==> src/rtl/exibidor_sequencia.sv <==
// Plays the stored sequence back on the LEDs: addresses 0..limite, T_ON lit then T_OFF dark each.
// Optional abort input enabled by defining EXIBIDOR_ABORTA_EN.
module exibidor_sequencia #(
   parameter int unsigned ADDR_W = 4,
   parameter int unsigned DATA_W = 4,
   parameter int unsigned T_ON   = 1000,
   parameter int unsigned T_OFF  = 500
) (
   input  logic              clock,
   input  logic              reset,
   input  logic              iniciar,
`ifdef EXIBIDOR_ABORTA_EN
   input  logic              abortar,
`endif
   input  logic [ADDR_W-1:0] limite,
   input  logic [DATA_W-1:0] dado_mem,
   output logic [ADDR_W-1:0] endereco,
   output logic [DATA_W-1:0] leds,
   output logic              exibindo,
   output logic              fim_exibicao,
   output logic [3:0]        db_estado
);

   localparam int unsigned T_MAX = (T_ON > T_OFF) ? T_ON : T_OFF;
   localparam int unsigned TMR_W = (T_MAX > 1) ? $clog2(T_MAX) : 1;
   localparam logic [TMR_W-1:0] TON_LAST  = TMR_W'(T_ON - 1);
   localparam logic [TMR_W-1:0] TOFF_LAST = TMR_W'(T_OFF - 1);

   typedef enum logic [3:0] {
      OCIOSO  = 4'h0,
      CARREGA = 4'h1,
      ACENDE  = 4'h2,
      APAGA   = 4'h3,
      PROXIMO = 4'h4,
      FIM     = 4'hF
   } estado_t;

   estado_t           estado;
   logic [TMR_W-1:0]  timer;
   logic [ADDR_W-1:0] lim_r;
   logic [DATA_W-1:0] led_r;
   logic [ADDR_W-1:0] endereco_r;
   logic              exibindo_r;
   logic              fim_r;
   logic              aborta;
   logic              ocupado;

`ifdef EXIBIDOR_ABORTA_EN
   assign aborta = abortar;
`else
   assign aborta = 1'b0;
`endif

   assign ocupado = (estado == CARREGA) || (estado == ACENDE) ||
                    (estado == APAGA)   || (estado == PROXIMO);

   // Outputs are registered alongside the state: led_r only holds the word while lit,
   // and exibindo/fim are set on the transitions into their states.
   always_ff @(posedge clock) begin
      if (reset) begin
         estado     <= OCIOSO;
         timer      <= '0;
         lim_r      <= '0;
         led_r      <= '0;
         endereco_r <= '0;
         exibindo_r <= 1'b0;
         fim_r      <= 1'b0;
      end else begin
         fim_r <= 1'b0;
         if (aborta && ocupado) begin
            estado     <= OCIOSO;
            led_r      <= '0;
            exibindo_r <= 1'b0;
         end else begin
            case (estado)
               OCIOSO: begin
                  led_r      <= '0;
                  exibindo_r <= 1'b0;
                  if (iniciar) begin
                     endereco_r <= '0;
                     lim_r      <= limite;
                     exibindo_r <= 1'b1;
                     estado     <= CARREGA;
                  end
               end
               CARREGA: begin
                  led_r  <= dado_mem;
                  timer  <= '0;
                  estado <= ACENDE;
               end
               ACENDE: begin
                  if (timer == TON_LAST) begin
                     timer  <= '0;
                     led_r  <= '0;
                     estado <= APAGA;
                  end else begin
                     timer <= timer + 1'b1;
                  end
               end
               APAGA: begin
                  if (timer == TOFF_LAST) begin
                     timer <= '0;
                     if (endereco_r == lim_r) begin
                        exibindo_r <= 1'b0;
                        fim_r      <= 1'b1;
                        estado     <= FIM;
                     end else begin
                        estado <= PROXIMO;
                     end
                  end else begin
                     timer <= timer + 1'b1;
                  end
               end
               PROXIMO: begin
                  endereco_r <= endereco_r + 1'b1;
                  estado     <= CARREGA;
               end
               FIM: begin
                  estado <= OCIOSO;
               end
               default: begin
                  led_r      <= '0;
                  exibindo_r <= 1'b0;
                  estado     <= OCIOSO;
               end
            endcase
         end
      end
   end

   assign endereco     = endereco_r;
   assign leds         = led_r;
   assign exibindo     = exibindo_r;
   assign fim_exibicao = fim_r;
   assign db_estado    = estado;

endmodule

==> config.mk <==
export PLATFORM = sky130hd
export DESIGN_NAME = exibidor_sequencia
export DESIGN_NICKNAME = d
export VERILOG_FILES = /design/src/rtl/exibidor_sequencia.sv
export SDC_FILE = /design/constraint.sdc
export NUM_CORES = 1
export LEC_CHECK = 0
export ABC_AREA = 1
export BUFFER_PORTS_ARGS = -buffer_cell sky130_fd_sc_hd__buf_2
export CAP_MARGIN = 25
export CORE_MARGIN = 4
export CORE_UTILIZATION = 55
export CTS_BUF_LIST = sky130_fd_sc_hd__clkbuf_4
export DETAILED_ROUTE_END_ITERATION = 10
export PLACE_DENSITY = 0.78
export SLEW_MARGIN = 25
export SYNTH_ARGS = -nofsm -noshare
export SYNTH_HDL_FRONTEND = slang
export SYNTH_SLANG_ARGS = --single-unit
export TNS_END_PERCENT = 5
==> constraint.sdc <==
create_clock -name clock -period 1.6 [get_ports clock]
set_input_delay 0.16 -clock clock [delete_from_list [all_inputs] [get_ports clock]]
set_output_delay 0.16 -clock clock [all_outputs]
set_load 0.05 [all_outputs]
After elaboration in Yosys (flattened, before gate mapping):

Cells that the tools add are included.

* memories: 0
* bits in latches: 0
* memory bits (writable): 0
* ROM bits: 0
* register bits after elaboration: 28
* bits of input ports: 11
* output and inout bits: 14

* shift-type cells: 0
* bitwise gates (word level): 4
* order comparisons: 0
* eq/ne operators: 12
* multiply operators: 0
* muxes and demuxes: 17
* add/subtract/negate cells: 2
* divide/modulo/power cells: 0
* reductions and logical operators: 11

Operators by type and width (count)
* one-hot mux 10 bit (3 select lines): 1
* 2-to-1 mux 4 bit: 6
* 2-to-1 mux 10 bit: 2
* one-hot mux 4 bit (5 select lines): 1
* one-hot mux 4 bit (3 select lines): 1
* adder 10 x 1 -> 10 bit (second input constant): 1
* equality test 10 bit (second input constant): 1
* equality test 10 x 9 -> 1 bit (second input constant): 1
* equality test 4 x 2 -> 1 bit (second input constant): 2
* one-hot mux 4 bit (2 select lines): 1
* inequality test 2 x 1 -> 1 bit (second input constant): 3
* AND reduction 2 bit: 3
* AND reduction 3 bit: 2
* OR reduction 3 bit: 2
* adder 4 x 1 -> 4 bit (second input constant): 1
* equality test 4 x 1 -> 1 bit (second input constant): 1
* equality test 4 x 3 -> 1 bit (second input constant): 1
* equality test 4 bit: 1
* equality test 4 bit (second input constant): 1
* zero test 4 bit: 1
* 2-to-1 mux 1 bit: 4
* NOT 1 bit: 4
* OR reduction 4 bit: 1
* one-hot mux 1 bit (3 select lines): 1
* 3 further kinds: 3

Longest topological paths before layout:

* depth after elaboration: 4
* mapped depth: 11

Least setup slack after synthesis:

OpenSTA, ideal clock, no wires.

* kind: flip-flop to flip-flop
* start: register estado[0] (netlist: db_estado[0])
* end: register timer[4]
* buffers on the path: 0
* arrival: 1.432 ns
* required time: 1.543 ns
* cell stages (with the launch flop): 9
* clock period less this slack: 1.488 ns
* path slack: 0.112 ns
* cell sequence: dfxtp_1 > nand2_2 > nor2_2 > nand2_4 > nand2_4 > nand2_1 > o21ai_1 > nand2_1 > inv_1

* word-level cells in the longest chain between the ends: 2
* elaborated cells between the ends (all ways): 5
* those cells by class: 3 x eq/ne; 1 x mux; 1 x reduce/logical

Ends and longest elaborated chain
* start: declaration: RTL line 38 `estado_t estado;`
* start signal: assignment: RTL line 61 `estado <= OCIOSO;`
* start signal: assignment: RTL line 71 `estado <= OCIOSO;`
* start signal: assignment: RTL line 83 `estado <= CARREGA;`
* equality test 4 x 2 -> 1 bit / equality test 4 x 1 -> 1 bit (equally long branches): RTL line 75 `case (estado)`
* one-hot mux 10 bit (3 select lines) / nonzero test 3 bit (equally long branches)
* end signal: assignment: RTL line 97 `timer <= timer + 1'b1;`
* end signal: assignment: RTL line 111 `timer <= timer + 1'b1;`
* end: declaration: RTL line 39 `logic [TMR_W-1:0] timer;`

Parallel ways exist; a longest one is shown, timed or not.
A chain may end at the register's enable or synchronous reset.

Worst setup path in the final report:

* start: register timer[0]
* end: register timer[2]

* word-level cells in the longest chain between the ends: 3
* elaborated cells between the ends (all ways): 6
* those cells by class: 1 x add/sub; 2 x eq/ne; 3 x mux

Ends and longest elaborated chain (RTL line)
* adder 10 x 1 -> 10 bit, or another cell as far along: 97, 111
* 2-to-1 mux 10 bit, on equally long branches: 101, 92
* one-hot mux 10 bit (3 select lines) (*): 75

Every way passes the cells marked *; elsewhere a longest branch is shown, timed or not.

==> results.md <==
- Total stage count of the critical path: 10
- Core area: 2567 sq um
- CP Max Fanout: 10
- Detailed placement HPWL: 2438 um
- Worst setup SP type: flop
- Hold_buf cts: 0
- Worst-path cell chain: ha_1 > nand2_1 > nor2_1 > nand2_1 > nand2_2 > nand2_4 > nand2_1 > o21ai_1 > nand2_1 > inv_1
- Overall Global Routing Usage: 0.1947
- Post-synth top area share: 0.3663
- YS warnings: 0
- Flop and latch count out of synthesis: 28
- Final Hold Violating Endpoints: 0
- Setup bufs post-CTS: 0
- Hold Worst Slack: 0.06646 ns
- Synthesized net count: 249
- Post-synthesis cell type count: 25
- Critical path's top delay family: simple AND/OR/NAND/NOR gates
- Avg Cell Area, Syn: 6.484 sq um
- Multi-input gate area: 808.3 sq um
- Worst-Margin Slew: 0.4587 ns
- Via/cell ratio: 4.898
- Fill count: 256
- Sequential area share after synthesis: 0.3663
- Area contributors post-synth: dfxtp_1, nand2_1, inv_1
- Crit. Startpoint: timer[0]
- Num rows: 18
- Drt wl/cell: 10.95 um
- Clk pin slew, worst setup/hold paths: 0.14 ns
- PD cells: 1380 nW/um^2
- Final period util: 0.8761
- Slew headroom: 0.6939
- GRT overflow: 0
- Initial DRT Pass Iterations: 4
- Initial antenna violation count: 0
- Clock Sink Count: 28
- Max Clock Skew: 0.006903 ns
- Register area: 560.5 sq um
- Final ANT Viol Nets: 0
- Crit path DAT: 1.65 ns
- RSZ-0062 raised after global routing: false
- Worst path most repeated cell: nand2_1
- Setup tns final: 0 ns
- Largest net degree at the start of global routing: 16
- Placer Congestion: 0.8785
- Hold Crit Start: dado_mem[3]
- Crit. End Element: flop
- Root buffer cell: clkbuf_4
- Layout cells sized above 1: 0.2045
- Worst Hold Class: in2reg
- DR DRC count: 0
- Max-cap violation count: 0
- Reg-to-Reg Start: timer[0]
- Die H: 60.75 um
- Slowest Stage Delay on Critical Path: 0.40 ns
- # nets final: 278
- Total CTS buffers: 3
- Clk Latency, worst-skew pair: 0.33 ns
- Status: finished clean
- DP Worst Slack: 0.2085 ns
- Kind of critical path: reg2reg
- Starting Density: 0.5960
- CTS tree: done
- ANT cells: 0
- Worst reg2reg setup slack: 0.20 ns
- Overall Power: 0.002376 W
- Worst Setup EP: timer[2]
- Routed wire length: 3218 um
- CTS HTree Levels: 1
- Fin util: 0.6706
- Critical Path RT: 1.84 ns
- Number of buffers added on ports: 24
- Worst ir drop on vdd: 1498 uV
- Layout area overhead: 12.51%
- Largest area contributor in the netlist: dfxtp_1
- Final Slew Violations: 0
- Io pins: 25
- CP Buf/Inv Count: 1
- Starting DRC count in detailed routing: 87
- Post-Syn Area: 1530 sq um
- Worst-case clock buffer depth: 2
- Fin crit period: 1.402 ns
- First-pass GRT wire length: 5395 um
- Via Count: 1440
- Die Wd: 60.75 um
- Reg-to-Reg End: timer[2]
- Fmax: 713.4 MHz
- Leakage power: 0.8730 nW
- Post-CTS Resized: 0
- Final setup violation count: 0
- Setup WS post-layout: 0.1983 ns
- Vias in the first global route: 1240
- CP max-delay cell: dfxtp_1
- Cells after synthesis: 236
- DIE AREA: 3690 sq um
- Worst R2R Path Depth: 10
[worst min path at each step]
stage               cells after the start           end
finish                                  3       leds[3]
global route                            3       leds[3]
CTS                                     3       leds[3]
detailed placement                      3       leds[3]
global placement                        3       leds[3]
floorplan                               1  db_estado[2]
[layer usage]
| metal | part of all wire | up-vias | global-route usage | wire length, um |
|---|---|---|---|---|
| li1 | - | 796 | - | - |
| met4 | 0.0084 | 0 | 0.06811 | 27 |
| met2 | 0.43 | 23 | 0.2870 | 1388 |
| met3 | 0.041 | 2 | 0.05319 | 132 |
| met1 | 0.52 | 619 | 0.2730 | 1670 |
| met5 | 0 | - | 0 | 0 |
[where the power goes]
group          switching, W  internal, W  leakage, nW
Clock              0.000202    0.0000916       0.0154
Sequential        0.0000882     0.000801        0.228
Combinational      0.000825     0.000367        0.630
Total               0.00112      0.00126        0.873
[cells in the final DEF (no fill, tap or decap), types with 3 or more instances in the layout]
cell,count
nand3_1,10
buf_2,24
nand3_2,3
dfxtp_1,28
nand4_1,4
inv_1,34
nor2_1,20
a21oi_1,17
nand2_1,73
nor2_2,5
inv_2,7
o21ai_0,9
nand2_2,4
o21ai_1,6
clkbuf_4,3
[cell families (layout without fill, tap and decap cells)]
logic type | after synthesis | in the layout | synth area share
adder cells (fa/ha/maj) | 2 | 2 | 0.01635
AO/OA/AOI/OAI | 36 | 36 | 0.1235
flip-flops | 28 | 28 | 0.3663
buffers and inverters | 43 | 71 | 0.1055
AND/OR/NAND/NOR | 127 | 127 | 0.3884
[stage by stage]
step,instance area (sq um),std cells
floorplan,1530,236
global placement,1695,290
detailed placement,1695,290
CTS,1722,294
global route,1722,294
finish,1722,294
[state kept, by name, indices dropped and copies added, names as in the netlist]
register,count
timer,10
db_estado,4
lim_r,4
fim_exibicao,1
leds,4
exibindo,1
endereco,4
[area by class of cell]
cell class	count	share of cell area
multi-input combinational	165	0.4695
sequential	28	0.3256
inverter	41	0.08939
timing repair buffer	26	0.07849
tap	30	0.02180
clock buffer	3	0.01308
clock inverter	1	0.002180
[tightest hold or removal path, delay by kind of cell]
kind / cells / cell delay (ns)
AO/OA/AOI/OAI: 1 / 0.05
buffers and inverters: 1 / 0.09
AND/OR/NAND/NOR: 1 / 0.05
[synth_stat cells, drive strengths merged]
cell type / number
nor2: 26
nand2: 79
a31oi: 1
inv: 41
o21bai: 1
clkbuf: 2
nor3b: 1
nand3: 14
ha: 2
o31ai: 1
o21ai: 15
nand4: 4
dfxtp: 28
a21oi: 17
a211oi: 1
nor3: 3
No activity file was read; power rests on OpenSTA's default activity.
